<file path="config.mk">
export PLATFORM = sky130hd
export DESIGN_NAME = spi_slave_gen
export DESIGN_NICKNAME = d
export VERILOG_FILES = /design/src/rtl/spi_slave_gen.sv
export SDC_FILE = /design/constraint.sdc
export NUM_CORES = 1
export LEC_CHECK = 0
export CORE_ASPECT_RATIO = 1.2
export CORE_MARGIN = 3
export CORE_UTILIZATION = 40
export CTS_BUF_LIST = sky130_fd_sc_hd__clkbuf_8
export DETAILED_ROUTE_END_ITERATION = 6
export PLACE_DENSITY = 0.67
export SLEW_MARGIN = 20
export SYNTH_ARGS = -nofsm -noshare
export SYNTH_HDL_FRONTEND = slang
export SYNTH_HIERARCHICAL = 1
export SYNTH_SLANG_ARGS = --single-unit
</file>
<file path="constraint.sdc">
create_clock -name clk -period 2.3 [get_ports clk]
set_input_delay 0.46 -clock clk [delete_from_list [all_inputs] [get_ports clk]]
set_output_delay 0.46 -clock clk [all_outputs]
set_load 0.02 [all_outputs]
</file>
<file path="src/rtl/spi_slave_gen.sv">
// spi_slave_gen: SPI slave with RX/TX FIFOs, all logic in the clk domain.
//   clk, rst        system clock, async active-high reset
//   sclk, cs, mosi  SPI inputs from the master (asynchronous, synchronised here)
//   miso, miso_oe   SPI output and its enable (enable = selected)
//   tx_data/tx_wr_en/tx_full            TX FIFO write side
//   rx_data/rx_rd_en/rx_empty           RX FIFO read side (show-ahead head)
//   rx_overflow, tx_underrun            one-cycle event pulses
//   busy            synchronised chip select is active

module spi_slave_gen_fifo #(
  parameter int W     = 8,
  parameter int DEPTH = 16
) (
  input  logic         clk,
  input  logic         rst,
  input  logic         wr_en_i,
  input  logic [W-1:0] wr_data_i,
  input  logic         rd_en_i,
  output logic [W-1:0] rd_data_o,
  output logic         full_o,
  output logic         empty_o
);
  localparam int AW  = $clog2(DEPTH);
  localparam int AW1 = AW + 1;
  localparam logic [AW:0] FULL_CNT = AW1'(DEPTH);

  logic [W-1:0]  mem_q [DEPTH];
  logic [AW-1:0] wr_ptr_q, rd_ptr_q;
  logic [AW:0]   cnt_q;
  logic          do_wr, do_rd;

  assign full_o    = (cnt_q == FULL_CNT);
  assign empty_o   = (cnt_q == '0);
  assign do_wr     = wr_en_i & ~full_o;
  assign do_rd     = rd_en_i & ~empty_o;
  assign rd_data_o = mem_q[rd_ptr_q];

  // Power-of-two depth: pointers wrap by natural overflow.
  always_ff @(posedge clk or posedge rst) begin
    if (rst) begin
      wr_ptr_q <= '0;
      rd_ptr_q <= '0;
      cnt_q    <= '0;
    end else begin
      if (do_wr) wr_ptr_q <= wr_ptr_q + 1'b1;
      if (do_rd) rd_ptr_q <= rd_ptr_q + 1'b1;
      if (do_wr != do_rd) cnt_q <= do_wr ? cnt_q + 1'b1 : cnt_q - 1'b1;
    end
  end

  always_ff @(posedge clk) begin
    if (do_wr) mem_q[wr_ptr_q] <= wr_data_i;
  end
endmodule

module spi_slave_gen #(
  parameter int DATA_WIDTH = 8,
  parameter int FIFO_DEPTH = 16,
  parameter int CPOL       = 0,
  parameter int CPHA       = 0,
  parameter int LSB_FIRST  = 0
) (
  input  logic                  clk,
  input  logic                  rst,
  input  logic                  sclk,
  input  logic                  cs,
  input  logic                  mosi,
  output logic                  miso,
  output logic                  miso_oe,
  input  logic [DATA_WIDTH-1:0] tx_data,
  input  logic                  tx_wr_en,
  output logic                  tx_full,
  output logic [DATA_WIDTH-1:0] rx_data,
  input  logic                  rx_rd_en,
  output logic                  rx_empty,
  output logic                  rx_overflow,
  output logic                  tx_underrun,
  output logic                  busy
);
  localparam int CW = $clog2(DATA_WIDTH);
  localparam logic [CW-1:0] LAST = CW'(DATA_WIDTH - 1);
  localparam logic IDLE = (CPOL != 0);

  logic [2:0] sclk_q;   // [1:0] synchroniser, [2] previous for edge detect
  logic [1:0] cs_q, mosi_q, init_q;
  logic       arm_q, sel_q, sel;
  logic [CW-1:0]         cnt_q, cnt_d;
  logic [DATA_WIDTH-1:0] rx_sh_q, rx_sh_d, tx_sh_q, tx_sh_d;
  logic done_q, done_d, ovf_q, ovf_d, unr_q, unr_d;
  logic rise, fall, lead, trail, sample, shift_e, start_e, load, shift;
  logic tx_empty, rx_full;
  logic [DATA_WIDTH-1:0] tx_head;

  // arm_q only sets once cs has been seen inactive after reset, so a master
  // still holding cs low across a reset cannot resume a stale transfer.
  always_ff @(posedge clk or posedge rst) begin
    if (rst) begin
      sclk_q <= {3{IDLE}};
      cs_q   <= 2'b11;
      mosi_q <= 2'b00;
      init_q <= 2'b00;
      arm_q  <= 1'b0;
      sel_q  <= 1'b0;
    end else begin
      sclk_q <= {sclk_q[1:0], sclk};
      cs_q   <= {cs_q[0], cs};
      mosi_q <= {mosi_q[0], mosi};
      init_q <= {init_q[0], 1'b1};
      arm_q  <= arm_q | (init_q[1] & cs_q[1]);
      sel_q  <= sel;
    end
  end

  assign sel     = arm_q & ~cs_q[1];
  assign rise    = sclk_q[1] & ~sclk_q[2];
  assign fall    = ~sclk_q[1] & sclk_q[2];
  assign lead    = IDLE ? fall : rise;
  assign trail   = IDLE ? rise : fall;
  assign sample  = sel & ((CPHA != 0) ? trail : lead);
  assign shift_e = sel & ((CPHA != 0) ? lead : trail);
  assign start_e = sel & ~sel_q;

  always_comb begin
    cnt_d   = cnt_q;
    rx_sh_d = rx_sh_q;
    tx_sh_d = tx_sh_q;
    done_d  = 1'b0;
    load    = 1'b0;
    shift   = 1'b0;
    if (!sel) begin
      cnt_d   = '0;
      rx_sh_d = '0;
      tx_sh_d = '0;
    end else begin
      if (sample) begin
        if (LSB_FIRST != 0) rx_sh_d = {mosi_q[1], rx_sh_q[DATA_WIDTH-1:1]};
        else                rx_sh_d = {rx_sh_q[DATA_WIDTH-2:0], mosi_q[1]};
        done_d = (cnt_q == LAST);
        cnt_d  = done_d ? '0 : cnt_q + 1'b1;
      end
      // A shift edge with the counter at 0 is a word boundary: with CPHA=0
      // the new word is already loaded (hold it), with CPHA=1 it loads here.
      shift = shift_e & (cnt_q != '0);
      if (CPHA != 0) load = shift_e & (cnt_q == '0);
      else           load = start_e | done_q;
      if (load)       tx_sh_d = tx_empty ? '0 : tx_head;
      else if (shift) tx_sh_d = (LSB_FIRST != 0) ? (tx_sh_q >> 1) : (tx_sh_q << 1);
    end
  end

  assign ovf_d = done_q & rx_full;
  assign unr_d = load & tx_empty;

  always_ff @(posedge clk or posedge rst) begin
    if (rst) begin
      cnt_q   <= '0;
      rx_sh_q <= '0;
      tx_sh_q <= '0;
      done_q  <= 1'b0;
      ovf_q   <= 1'b0;
      unr_q   <= 1'b0;
    end else begin
      cnt_q   <= cnt_d;
      rx_sh_q <= rx_sh_d;
      tx_sh_q <= tx_sh_d;
      done_q  <= done_d;
      ovf_q   <= ovf_d;
      unr_q   <= unr_d;
    end
  end

  spi_slave_gen_fifo #(.W(DATA_WIDTH), .DEPTH(FIFO_DEPTH)) u_tx_fifo (
    .clk(clk), .rst(rst), .wr_en_i(tx_wr_en), .wr_data_i(tx_data),
    .rd_en_i(load), .rd_data_o(tx_head), .full_o(tx_full), .empty_o(tx_empty)
  );

  // Word completes the cycle after its last sample; that is when it is pushed.
  spi_slave_gen_fifo #(.W(DATA_WIDTH), .DEPTH(FIFO_DEPTH)) u_rx_fifo (
    .clk(clk), .rst(rst), .wr_en_i(done_q), .wr_data_i(rx_sh_q),
    .rd_en_i(rx_rd_en), .rd_data_o(rx_data), .full_o(rx_full), .empty_o(rx_empty)
  );

  assign miso        = sel & ((LSB_FIRST != 0) ? tx_sh_q[0] : tx_sh_q[DATA_WIDTH-1]);
  assign miso_oe     = sel;
  assign busy        = sel;
  assign rx_overflow = ovf_q;
  assign tx_underrun = unr_q;
endmodule

</file>
==> results.toml <==
[timing]
period_needed_ns = 2.91
fin_crit_sh_pct = 127
skew_ns = 0.0243
timing.fmax_mhz = 344
tns_ns = -4.58
worst_slack_ns = -0.610
setup_violations = 8
hold_viol = 0
maxSlewHeadroom_pct = 30.0
rsz0062_at_grt = "yes"
slew_violations = 0
tightest_slew_ns = 1.05

[routing]
wl_per_cell_um = 19.7
drt_pass1_iterations = 5
wl_um = 24400
antenna_left = 0
via_per_inst = 5.23
drtIter0Drc = 411
drc = 0
route.vias.total = 6477

[cts]
clock_path_buffers = 3
cts_root_buffer = "clkbuf_8"
htreeDepth = 2
cts_tree = "done"
cts_sinks = 315
clk_pin_slew_ns = 0.06
ctsHoldBuffers = 0
cts-buffers-inserted = 50
clock_latency_ns = 0.56

[worst_setup_path]
slowest_delay_ns = 0.55
path_delay_family = "multiplexers"
crit_type = "register to output pin"
crit_required_ns = 1.84
crit_fanout = 7
cp.arrival_ns = 2.45
worstSetupEndpointType = "output pin"
cp-start-kind = "register"
cp_num_buf_inv = 2
cp_slowest_cell = "mux4_1"
critical_path.cell_chain = "clkbuf_16 > mux4_1 > mux4_2 > buf_6"

[final_layout]
area_delta_synth_final_pct = 16.5
nets = 832
nFillCells = 2684
multi_input_area_um2 = 3620
final_layout_size_suffix_gt1_share_pct = 24.6
seqCellArea_um2 = 9170
diodes = 0

[synthesis]
netlist_top_cells_count = "256 x edfxtp_1, 60 x mux4_1, 57 x dfrtp_1, 33 x nor2_1, 30 x nand2_1"
synth_edf_count = 256
async_reset_ff_share_pct = 18.7
synth.net_count = 718
ys_warn_count = 6
synth_area_leaders = "edfxtp_1 59%, mux4_1 12%, dfrtp_1 11%, mux4_2 3.4%, ha_1 1.8%"
synth_ff_type = "edfxtp_1"
syn_area_um2 = 13100
ys_ff_latch = 315
yosysUniqueCellTypes = 48
yosysTopAreaCell = "edfxtp_1"
yosysTopAreaCellShare_pct = 58.9
yosysSeqAreaShare_pct = 70.2
syn-instance-count = 682
syn_avg_cell_area_um2 = 19.1
yosysMostFrequentCell = "edfxtp_1"

[floorplan]
core_um2 = 31800
fp-row-count = 71
die_x_um = 171
dieArea_um2 = 34900
die_y_um = 204
start_util_pct = 41.1
ios = 30

[placed_design]
dp.final_hpwl_um = 15500
io_buffer_count = 29
place_ws_ns = -0.420
globalplace.congestion = 0.808

[global_routing]
track_usage_pct = 14.0
grt_pass1_vias = 6660
use_met2_pct = 25.5
top_usage_layer = "met2"
antenna_found_initial = 0
grt_max_degree = 36
use_met3_pct = 2.63
grt_overflow = 0
use_met1_pct = 17.2
grt_pass1_wl_um = 37600

[status]
status = "finished with violations"
violations = "setup timing"

[flow_run]
maxCapViolCount = 0

[power_and_ir_drop]
peakVddDrop_v = 0.000590
p_per_area_nw_per_um2 = 1060
p_leak_nw = 5.46

[worst_hold_path]
hp-class = "input pin to register"
## cells in the final DEF (no fill, tap or decap), types with 14 or more instances in the layout
| cell type | Yosys | routed |
|---|---|---|
| clkdlybuf4s50_1 | 0 | 16 |
| inv_1 | 23 | 42 |
| dfrtp_1 | 57 | 55 |
| ha_1 | 19 | 18 |
| mux4_1 | 60 | 47 |
| xnor2_1 | 14 | 14 |
| mux4_2 | 20 | 33 |
| edfxtp_1 | 256 | 256 |
| a21oi_1 | 17 | 16 |
| buf_4 | 1 | 58 |
| clkbuf_8 | 0 | 52 |
| nand2_1 | 30 | 29 |
| nor2_1 | 33 | 24 |
## power breakdown
group | internal [mW] | switching, mW
Combinational | 2.50 | 2.12
Clock | 2.44 | 2.06
Sequential | 6.65 | 0.384
Total | 11.6 | 4.56
## layout make-up
type,instances,share of cell area [%]
flip-flops and latches,315,60.3
well taps,401,3.30
inverters,24,0.592
multi-input cells,310,23.8
repair buffers,95,5.70
clock inverters,41,1.66
clock buffers,52,4.70
## routing by layer
layer  vias up  share of wire (%)
met5         -                  0
met4         0                1.5
met3        27                4.7
met2       165                 54
met1      3299                 39
li1       2986                  -
## logic make-up after synthesis
kind of cell | count (synthesis) | synth area share (%)
buffers and inverters | 57 | 2.20
adders and majority gates | 21 | 2.13
AOI/OAI and AO/OA | 68 | 3.68
other | 1 | 0.0287
xor gates and xnor gates | 18 | 1.21
DFF | 315 | 70.2
muxes | 93 | 16.5
and+or+nand+nor | 109 | 4.03
## repair_timing
| item | CTS | global route |
|---|---|---|
| cloned | 1 | 1 |
| endpoints found under the setup margin | 13 | 49 |
| buffers inserted | 7 | 3 |
| resized for setup | 59 | 37 |
| pin swaps | 1 | 4 |
## flip-flops by register name, indices dropped and copies added (netlist names), 3 cells and up
name / flops
u_tx_fifo/mem_q: 128
sclk_q: 3
rx_sh_q: 8
u_rx_fifo/cnt_q: 5
u_rx_fifo/wr_ptr_q: 4
u_rx_fifo/rd_ptr_q: 4
u_tx_fifo/wr_ptr_q: 4
cnt_q: 3
u_tx_fifo/rd_ptr_q: 4
tx_sh_q: 8
u_rx_fifo/mem_q: 128
u_tx_fifo/cnt_q: 5
## through the flow
step / util [%] / cell area [um2] / hold slack, ns / total power, mW / std cells
2_1_floorplan: - / 13100 / 0.331 / 10.2 / 682
3_3_place_gp: 44.5 / 14100 / 0.333 / 11.4 / 1134
3_5_place_dp: 44.5 / 14100 / 0.335 / 11.5 / 1134
4_1_cts: 47.7 / 15200 / 0.276 / 16.2 / 1235
5_1_grt: 47.8 / 15200 / 0.275 / 17.0 / 1238
6_report: 47.8 / 15200 / 0.305 / 16.2 / 1238
## path summary, 6_finish.rpt
| kind | start | to | slack [ns] | depth (start not counted) |
|---|---|---|---|---|
| min reg2reg | init_q[0]$_DFF_PP0_ | init_q[1]$_DFF_PP0_ | 0.34 | 0 |
| max | u_rx_fifo/rd_ptr_q[0]$_DFFE_PP0P_ | rx_data[3] | -0.61 | 4 |
| min in group asynchronous | rst | u_rx_fifo/cnt_q[0]$_DFFE_PP0P_ | 0.31 | 2 |
| min | cs | cs_q[0]$_DFF_PP1_ | 0.30 | 1 |
| max reg2reg | u_rx_fifo/cnt_q[1]$_DFFE_PP0P_ | u_rx_fifo/mem_q[11][0]$_DFFE_PP_ | 0.06 | 6 |
| max in group asynchronous | rst | u_tx_fifo/cnt_q[2]$_DFFE_PP0P_ | 1.58 | 2 |
Note: power is estimated with default switching activity, not from simulation.
